===== src/rtl/tour_cmd_seq_if.sv =====
// Bundle of signals between the knight-tour command sequencer, the tour
// solver, the UART wrapper and the motion command processor.
//   slave  : sequencer view (tour_start/move/uart/ack in, cmd/resp out)
//   master : environment view (drives the sequencer inputs)
interface tour_cmd_seq_if;
  localparam int unsigned CMD_W  = 16;
  localparam int unsigned MOVE_W = 8;
  localparam int unsigned IDX_W  = 5;
  localparam int unsigned RESP_W = 8;

  logic              tour_start;
  logic [MOVE_W-1:0] move;
  logic [IDX_W-1:0]  mv_indx;
  logic [CMD_W-1:0]  uart_cmd;
  logic              uart_cmd_rdy;
  logic              clr_uart_rdy;
  logic [CMD_W-1:0]  cmd;
  logic              cmd_rdy;
  logic              clr_cmd_rdy;
  logic              send_resp;
  logic [RESP_W-1:0] resp;

  modport slave (
    input  tour_start, move, uart_cmd, uart_cmd_rdy, clr_cmd_rdy, send_resp,
    output mv_indx, clr_uart_rdy, cmd, cmd_rdy, resp
  );

  modport master (
    output tour_start, move, uart_cmd, uart_cmd_rdy, clr_cmd_rdy, send_resp,
    input  mv_indx, clr_uart_rdy, cmd, cmd_rdy, resp
  );
endinterface


===== src/rtl/tour_cmd_seq.sv =====
// Knight-tour command sequencer. In IDLE the UART command path is passed
// straight through to the motion command processor. On tour_start it plays
// back 24 knight moves, each as a vertical leg (opcode 4) followed by a
// horizontal leg (opcode 5), waiting for the processor's send_resp between
// legs.
// Ports:
//   clk, rst_n : clock, asynchronous active-low reset
//   bus        : tour_cmd_seq_if.slave (tour/uart/cmd handshakes, resp)
module tour_cmd_seq (
  input  logic           clk,
  input  logic           rst_n,
  tour_cmd_seq_if.slave  bus
);
  localparam int unsigned CMD_W    = 16;
  localparam int unsigned IDX_W    = 5;
  localparam int unsigned RESP_W   = 8;
  localparam int unsigned LAST_IDX = 23;

  localparam logic [3:0]        OP_MOVE    = 4'h4;
  localparam logic [3:0]        OP_FANFARE = 4'h5;
  localparam logic [7:0]        HDG_N      = 8'h00;
  localparam logic [7:0]        HDG_W      = 8'h3F;
  localparam logic [7:0]        HDG_S      = 8'h7F;
  localparam logic [7:0]        HDG_E      = 8'hBF;
  localparam logic [RESP_W-1:0] RESP_DONE  = 8'hA5;
  localparam logic [RESP_W-1:0] RESP_LEG   = 8'h5A;

  typedef enum logic [2:0] {IDLE, VERT, WAIT_V, HORZ, WAIT_H} state_t;

  state_t           state, state_nxt;
  logic [IDX_W-1:0] mv_indx_q, mv_indx_nxt;
  logic [2:0]       v_sq, h_sq;
  logic             v_north, h_east;
  logic [CMD_W-1:0] vert_cmd, horz_cmd;
  logic             last_move;

  // Move decode: lowest set bit wins; leg lengths and directions.
  always_comb begin
    v_sq    = 3'd0;
    h_sq    = 3'd0;
    v_north = 1'b0;
    h_east  = 1'b0;
    casez (bus.move)
      8'b???????1: begin v_north = 1'b1; v_sq = 3'd2; h_east = 1'b1; h_sq = 3'd1; end
      8'b??????10: begin v_north = 1'b1; v_sq = 3'd2; h_east = 1'b0; h_sq = 3'd1; end
      8'b?????100: begin v_north = 1'b1; v_sq = 3'd1; h_east = 1'b0; h_sq = 3'd2; end
      8'b????1000: begin v_north = 1'b0; v_sq = 3'd1; h_east = 1'b0; h_sq = 3'd2; end
      8'b???10000: begin v_north = 1'b0; v_sq = 3'd2; h_east = 1'b0; h_sq = 3'd1; end
      8'b??100000: begin v_north = 1'b0; v_sq = 3'd2; h_east = 1'b1; h_sq = 3'd1; end
      8'b?1000000: begin v_north = 1'b0; v_sq = 3'd1; h_east = 1'b1; h_sq = 3'd2; end
      8'b10000000: begin v_north = 1'b1; v_sq = 3'd1; h_east = 1'b1; h_sq = 3'd2; end
      default:     begin v_sq = 3'd0; h_sq = 3'd0; end
    endcase
  end

  assign vert_cmd  = {OP_MOVE,    (v_north ? HDG_N : HDG_S), 1'b0, v_sq};
  assign horz_cmd  = {OP_FANFARE, (h_east  ? HDG_E : HDG_W), 1'b0, h_sq};
  assign last_move = (mv_indx_q == IDX_W'(LAST_IDX));
  assign bus.mv_indx = mv_indx_q;

  // State and move-index registers.
  always_ff @(posedge clk or negedge rst_n) begin
    if (!rst_n) begin
      state     <= IDLE;
      mv_indx_q <= '0;
    end else begin
      state     <= state_nxt;
      mv_indx_q <= mv_indx_nxt;
    end
  end

  // Next state and outputs; tour_start beats a pending UART command.
  always_comb begin
    state_nxt        = state;
    mv_indx_nxt      = mv_indx_q;
    bus.cmd          = vert_cmd;
    bus.cmd_rdy      = 1'b0;
    bus.clr_uart_rdy = 1'b0;
    bus.resp         = RESP_LEG;
    case (state)
      IDLE: begin
        bus.cmd  = bus.uart_cmd;
        bus.resp = RESP_DONE;
        if (bus.tour_start) begin
          mv_indx_nxt = '0;
          state_nxt   = VERT;
        end else begin
          bus.cmd_rdy      = bus.uart_cmd_rdy;
          bus.clr_uart_rdy = bus.clr_cmd_rdy;
        end
      end
      VERT: begin
        if (bus.move == '0) begin
          state_nxt = IDLE;
        end else begin
          bus.cmd_rdy = 1'b1;
          if (bus.clr_cmd_rdy) state_nxt = WAIT_V;
        end
      end
      WAIT_V: begin
        if (bus.send_resp) state_nxt = HORZ;
      end
      HORZ: begin
        bus.cmd     = horz_cmd;
        bus.cmd_rdy = 1'b1;
        if (bus.clr_cmd_rdy) state_nxt = WAIT_H;
      end
      WAIT_H: begin
        if (last_move) bus.resp = RESP_DONE;
        if (bus.send_resp) begin
          if (last_move) begin
            state_nxt = IDLE;
          end else begin
            mv_indx_nxt = mv_indx_q + IDX_W'(1);
            state_nxt   = VERT;
          end
        end
      end
      default: state_nxt = IDLE;
    endcase
  end
endmodule

===== src/flat_wrapper.sv =====
// flat-port wrapper written by rule: the top's interface ports become plain ports
module tour_cmd_seq_flat 
  (clk, rst_n, bus_tour_start, bus_move, bus_uart_cmd, bus_uart_cmd_rdy, bus_clr_cmd_rdy, bus_send_resp, bus_mv_indx, bus_clr_uart_rdy, bus_cmd, bus_cmd_rdy, bus_resp);
  tour_cmd_seq_if bus_i ();
  input  logic clk;
  input  logic rst_n;
  input wire logic [$bits(bus_i.tour_start)-1:0] bus_tour_start;
  input wire logic [$bits(bus_i.move)-1:0] bus_move;
  input wire logic [$bits(bus_i.uart_cmd)-1:0] bus_uart_cmd;
  input wire logic [$bits(bus_i.uart_cmd_rdy)-1:0] bus_uart_cmd_rdy;
  input wire logic [$bits(bus_i.clr_cmd_rdy)-1:0] bus_clr_cmd_rdy;
  input wire logic [$bits(bus_i.send_resp)-1:0] bus_send_resp;
  output wire logic [$bits(bus_i.mv_indx)-1:0] bus_mv_indx;
  output wire logic [$bits(bus_i.clr_uart_rdy)-1:0] bus_clr_uart_rdy;
  output wire logic [$bits(bus_i.cmd)-1:0] bus_cmd;
  output wire logic [$bits(bus_i.cmd_rdy)-1:0] bus_cmd_rdy;
  output wire logic [$bits(bus_i.resp)-1:0] bus_resp;
  assign bus_i.tour_start = bus_tour_start;
  assign bus_i.move = bus_move;
  assign bus_i.uart_cmd = bus_uart_cmd;
  assign bus_i.uart_cmd_rdy = bus_uart_cmd_rdy;
  assign bus_i.clr_cmd_rdy = bus_clr_cmd_rdy;
  assign bus_i.send_resp = bus_send_resp;
  assign bus_mv_indx = bus_i.mv_indx;
  assign bus_clr_uart_rdy = bus_i.clr_uart_rdy;
  assign bus_cmd = bus_i.cmd;
  assign bus_cmd_rdy = bus_i.cmd_rdy;
  assign bus_resp = bus_i.resp;
  tour_cmd_seq u_core (.clk(clk), .rst_n(rst_n), .bus(bus_i));
endmodule

===== config.mk =====
export PLATFORM = sky130hd
export DESIGN_NAME = tour_cmd_seq_flat
export DESIGN_NICKNAME = d
export VERILOG_FILES = /design/src/rtl/tour_cmd_seq_if.sv /design/src/rtl/tour_cmd_seq.sv /design/src/flat_wrapper.sv
export SDC_FILE = /design/constraint.sdc
export NUM_CORES = 1
export LEC_CHECK = 0
export CORE_ASPECT_RATIO = 0.8
export CORE_UTILIZATION = 38
export CTS_CLUSTER_SIZE = 40
export DETAILED_ROUTE_END_ITERATION = 6
export PLACE_DENSITY_LB_ADDON = 0.25
export SLEW_MARGIN = 5
export SYNTH_ARGS = -nofsm -noshare
export SYNTH_HDL_FRONTEND = slang
export SYNTH_SLANG_ARGS = --single-unit

===== constraint.sdc =====
create_clock -name clk -period 4.5 [get_ports clk]
set_input_delay 0.9 -clock clk [delete_from_list [all_inputs] [get_ports clk]]
set_output_delay 0.9 -clock clk [all_outputs]
set_load 0.03 [all_outputs]

# == After elaboration in Yosys (flattened, before gate mapping) ==
# Index checks and enable logic that the tools add are counted.
# W data, S select, Z words.
# totals
regBits,8
inputBits,30
out_inout_bits,31
# op_classes
n_addsub,1
eq_ne,18
muxes,26
n_reduce_logical,9
# ops
cell,n
$pmux W16 S2,1
$mux W3,6
$mux W8,2
$pmux W8 S2,1
$reduce_or A4 Y1,4
$mux W5,3
$pmux W3 S5,1
$eq A5 B5 Y1 const B,2
$ne A2 B2 Y1 const B,5
$pmux W5 S2,1
$eq A8 B8 Y1 const B,1
$logic_not A8 Y1,1
$pmux W2 S2,2
$eq A7 B7 Y1 const B,1
$mux W1,7
$mux W7,1
$eq A3 B2 Y1 const B,2
$eq A3 B3 Y1 const B,2
$eq A6 B6 Y1 const B,1
$add A5 B1 Y5 const B,1
$reduce_and A5 Y1,1
$eq A4 B4 Y1 const B,1
$reduce_and A4 Y1,1
$eq A3 B1 Y1 const B,1
other kinds (5),5

# == Longest topological paths before layout ==
# logic_depth
ltp_word,5
ltp_mapped,5
depth_no_buf,5

# == Least setup slack after synthesis ==
# Ideal clock, no wire load.
# synth_path
path_kind,register to output
start,"reg u_core.mv_indx_q[0], in the netlist u_core.bus.mv_indx[0]"
end,out bus_resp[3]
arrival_ns,2.224
path_slack_ns,1.376
path_stages_with_launch,6
n_path_buf,1
cell_sequence,dfrtp_1 -> ha_1 -> nand4b_1 -> a21oi_1 -> inv_2 -> buf_4
# synth_via
elab_chain_cells,3
# synth_rtl
element,line,rtl
start: declaration,tour_cmd_seq.sv:31,"logic [IDX_W-1:0] mv_indx_q, mv_indx_nxt;"
start signal: assignment,tour_cmd_seq.sv:68,mv_indx_q <= mv_indx_nxt;
$eq A5 B5 Y1,tour_cmd_seq.sv:58,assign last_move = (mv_indx_q == IDX_W'(LAST_IDX));
$mux W8,tour_cmd_seq.sv:109,if (last_move) bus.resp = RESP_DONE;
$pmux W8 S2,tour_cmd_seq.sv:80,case (state)
end: declaration,flat_wrapper.sv:17,output wire logic [$bits(bus_i.resp)-1:0] bus_resp;
# No other way between the ends.

# == Worst setup path after layout ==
# layout_path
start,in bus_move[2]
end,out bus_cmd[5]
# layout_via
elab_chain_cells,5
elab_cells_between_ends,6
# layout_rtl
element,line,rtl
start: declaration,flat_wrapper.sv:8,input wire logic [$bits(bus_i.move)-1:0] bus_move;
$eq A8 B8 Y1 / $eq A3 B3 Y1 (equally long branches),tour_cmd_seq.sv:43,casez (bus.move)
$reduce_or A4 Y1 (no source line) *,--,
$mux W1 *,tour_cmd_seq.sv:43,
$mux W7 *,tour_cmd_seq.sv:56,"assign vert_cmd = {OP_MOVE, (v_north ? HDG_N : HDG_S), 1'b0, v_sq};"
$pmux W16 S2 *,tour_cmd_seq.sv:80,
end: declaration,flat_wrapper.sv:15,output wire logic [$bits(bus_i.cmd)-1:0] bus_cmd;
# Every way passes the cells marked *; elsewhere a longest branch is shown, timed or not.

==> flow_summary_export.csv <==
group,metric,value,unit
critical_path,cp_cell_sequence,"clkdlybuf4s50_1 -> or3_1 -> a31oi_2 -> o21ai_2 -> nand3_1 -> clkdlybuf4s50_1",
pwr,power_density,693,nW/um^2
cells_and_area,finalNetCount,205,
timing,fmax,257,MHz
critical_path,crit_required,3600,ps
global_routing,use_met2,0.362,
cells_and_area,final_cell_mix,"60 x clkdlybuf4s50_1, 16 x nand2_1, 12 x nand3_1",
synth,postSynthAreaPerCell,7.37,sq um
routing,routed_wl,2710,microns
global_routing,grt_util_met3,0.0516,
cells_and_area,fin_area,1470,sq um
routing,routed_via_density,5.45,
critical_path,timing.rr.start,"u_core.state[2]",
cts,cts_tree,"yes",
place,port_buffers,60,
timing,finalSetupViolCount,0,
critical_path,critPathLaunchType,"input port",
min_path,min_path_type,"reg -> reg",
critical_path,path_buf_inv,2,
cts,holdBufCountCts,0,
timing,tightest_slew,783,ps
routing,wl_per_cell,13.8,microns
critical_path,arrival,2990,ps
cts,clock-sinks,8,
place,dp_hpwl,2170,microns
routing,ant_nets,0,
place,gp_congestion,0.857,
global_routing,busiest_layer,"met2",
run,max_cap_violations,0,
synth,synth_cells,121,
global_routing,first_global_vias,948,
global_routing,use_met1,0.294,
floorplanning,ios,61,
cells_and_area,num_antenna_cells,0,
cells_and_area,drive_gt1_frac,0.0756,
timing,maxSlewViolCount,0,
synth,synth.distinct_cells,47,
floorplanning,num_rows,15,
routing,num_vias,1073,
cts,htree_levels,1,
global_routing,grt_max_degree,28,
timing,rsz0062_at_grt,"false",
cts,cts_resized,0,
floorplanning,core,2180,sq um
synth,ys_seq_area_frac,0.224,
outcome,status,"finished clean",
floorplanning,initial_utilization,0.410,
cts,root_buffer,"clkbuf_4",
floorplanning,die_width,56.2,microns
routing,drt_iter0_markers,53,
pwr,peakVddDrop,0.000490,V
timing,setup_ws,613,ps
global_routing,antenna_found_initial,0,
cells_and_area,final_common_cell,"clkdlybuf4s50_1",
cts,cts_buffers,3,
synth,synthArstFlopShare,1.00,
synth,ys_warn_count,0,
timing,finalCriticalPeriod,3890,ps
critical_path,cpMostUsedCell,"clkdlybuf4s50_1",
critical_path,cp_max_fo,6,
critical_path,end_kind,"output port",
cts,cts.path.max_buffers,2,
critical_path,crit_family,"buffers and inverters",
critical_path,cpPeakStageDelay,670,ps
global_routing,grt_pass1_wl,4390,microns
timing,clock_skew,2.81,ps
synth,ys.flop_type,"dfrtp_1",
cells_and_area,synthToLayoutAreaGrowth,64.9,%
cts,clkTransAtPathRegs,60,ps
min_path,holdCritStartpoint,"u_core.bus.mv_indx[4]",
routing,drcViolationCount,0,
floorplanning,fp.dieH,45.3,microns
critical_path,crit_start,"bus_move[2]",
place,dp_slack,605,ps
timing,tns,0,ps
synth,synth_edf_count,0,
routing,dr.pass1.iters,4,
pwr,leakage,0.593,nW
timing,maxSlewHeadroom,0.478,
synth,syn_area,892,sq um
place,post_dp_cell_area,1450,sq um
global_routing,grt_usage,0.219,
timing,hold_viol,0,
floorplanning,dieArea,2550,sq um
cts,post_cts_buffers,0,
synth,ys_ff_latch,8,
cts,clk_latency,250,ps
timing,fin_crit_sh,0.864,
critical_path,cp_slowest_cell,"clkdlybuf4s50_1",
critical_path,path_class,"in -> out",
synth,synth_nets,152,
global_routing,grt_overflow,0,
==> metal layers <==
metal / routed length (microns) / share of wire / up-vias
met4: 12 / 0.0044 / 0
met5: 0 / 0 / -
met3: 257 / 0.095 / 2
met1: 1190 / 0.44 / 466
met2: 1250 / 0.46 / 63
li1: - / - / 542
==> cells in the mapped netlist, types with 2 or more instances <==
master    count  area (sq um)
a21oi_1       6          30.0
and2_1        5          31.3
buf_2         3          15.0
buf_4         7          52.6
clkbuf_1      2          7.51
dfrtp_1       8           200
nand2_1      16          60.1
nand3_1      12          60.1
nor2_1       10          37.5
nor2_2        2          12.5
nor2b_1       3          18.8
nor3b_1       3          22.5
o21ai_1       6          30.0
o21ai_2       3          26.3
or3_1         3          18.8
==> sequential cells by signal, summed over array words and instances (netlist names) <==
signal	count
u_core.state	3
u_core.bus.mv_indx	5
==> path summary, 6_finish.rpt <==
path                                               to  slack (ps)  depth (start not counted)
worst max-delay path                       bus_cmd[5]         610                          6
worst min register to register  u_core.bus.mv_indx[4]         590                          1
worst max register to register  u_core.bus.mv_indx[1]        2580                          4
min in group asynchronous       u_core.bus.mv_indx[2]         940                          1
max in group asynchronous             u_core.state[0]        3270                          1
worst min-delay path            u_core.bus.mv_indx[4]         590                          1
==> cell type report <==
class	count	area (sq um)
Timing Repair Buffer	60	601
Tap cell	25	31.3
Inverter	2	7.51
Fill cell	189	706
Multi-Input combinational cell	99	609
Clock buffer	3	22.5
Sequential cell	8	200
==> worst reg2reg max path, delay by kind of cell (launching register included) <==
kind | cells | cell delay [ps]
flip-flops | 1 | 850
AO/OA/AOI/OAI | 2 | 450
AND/OR/NAND/NOR | 2 | 510
==> per-stage QoR <==
stage | hold slack (ps) | instances | util | power (W)
floorplan | 604 | 121 | - | 0.000691
global placement | 563 | 194 | 0.666 | 0.000952
detailed placement | 581 | 194 | 0.666 | 0.000966
CTS | 595 | 197 | 0.676 | 0.00102
global route | 621 | 197 | 0.676 | 0.00108
finish | 591 | 197 | 0.676 | 0.00102
==> power breakdown <==
| part | switching [W] | internal [W] | leakage (nW) |
|---|---|---|---|
| logic | 0.000476 | 0.000340 | 0.471 |
| clock network | 0.0000258 | 0.0000306 | 0.0138 |
| registers | 0.0000584 | 0.0000889 | 0.108 |
| total | 0.000560 | 0.000460 | 0.593 |
==> cell families (layout without fill, tap and decap cells) <==
logic type / count (synthesis) / count (layout) / share of synthesized area
buffers and inverters: 14 / 65 / 0.0926
and+or+nand+nor: 67 / 67 / 0.411
muxes: 2 / 2 / 0.0238
AOI/OAI and AO/OA: 29 / 29 / 0.234
adders and majority gates: 1 / 1 / 0.0140
DFF: 8 / 8 / 0.224
No activity file was read; power rests on OpenSTA's default activity.
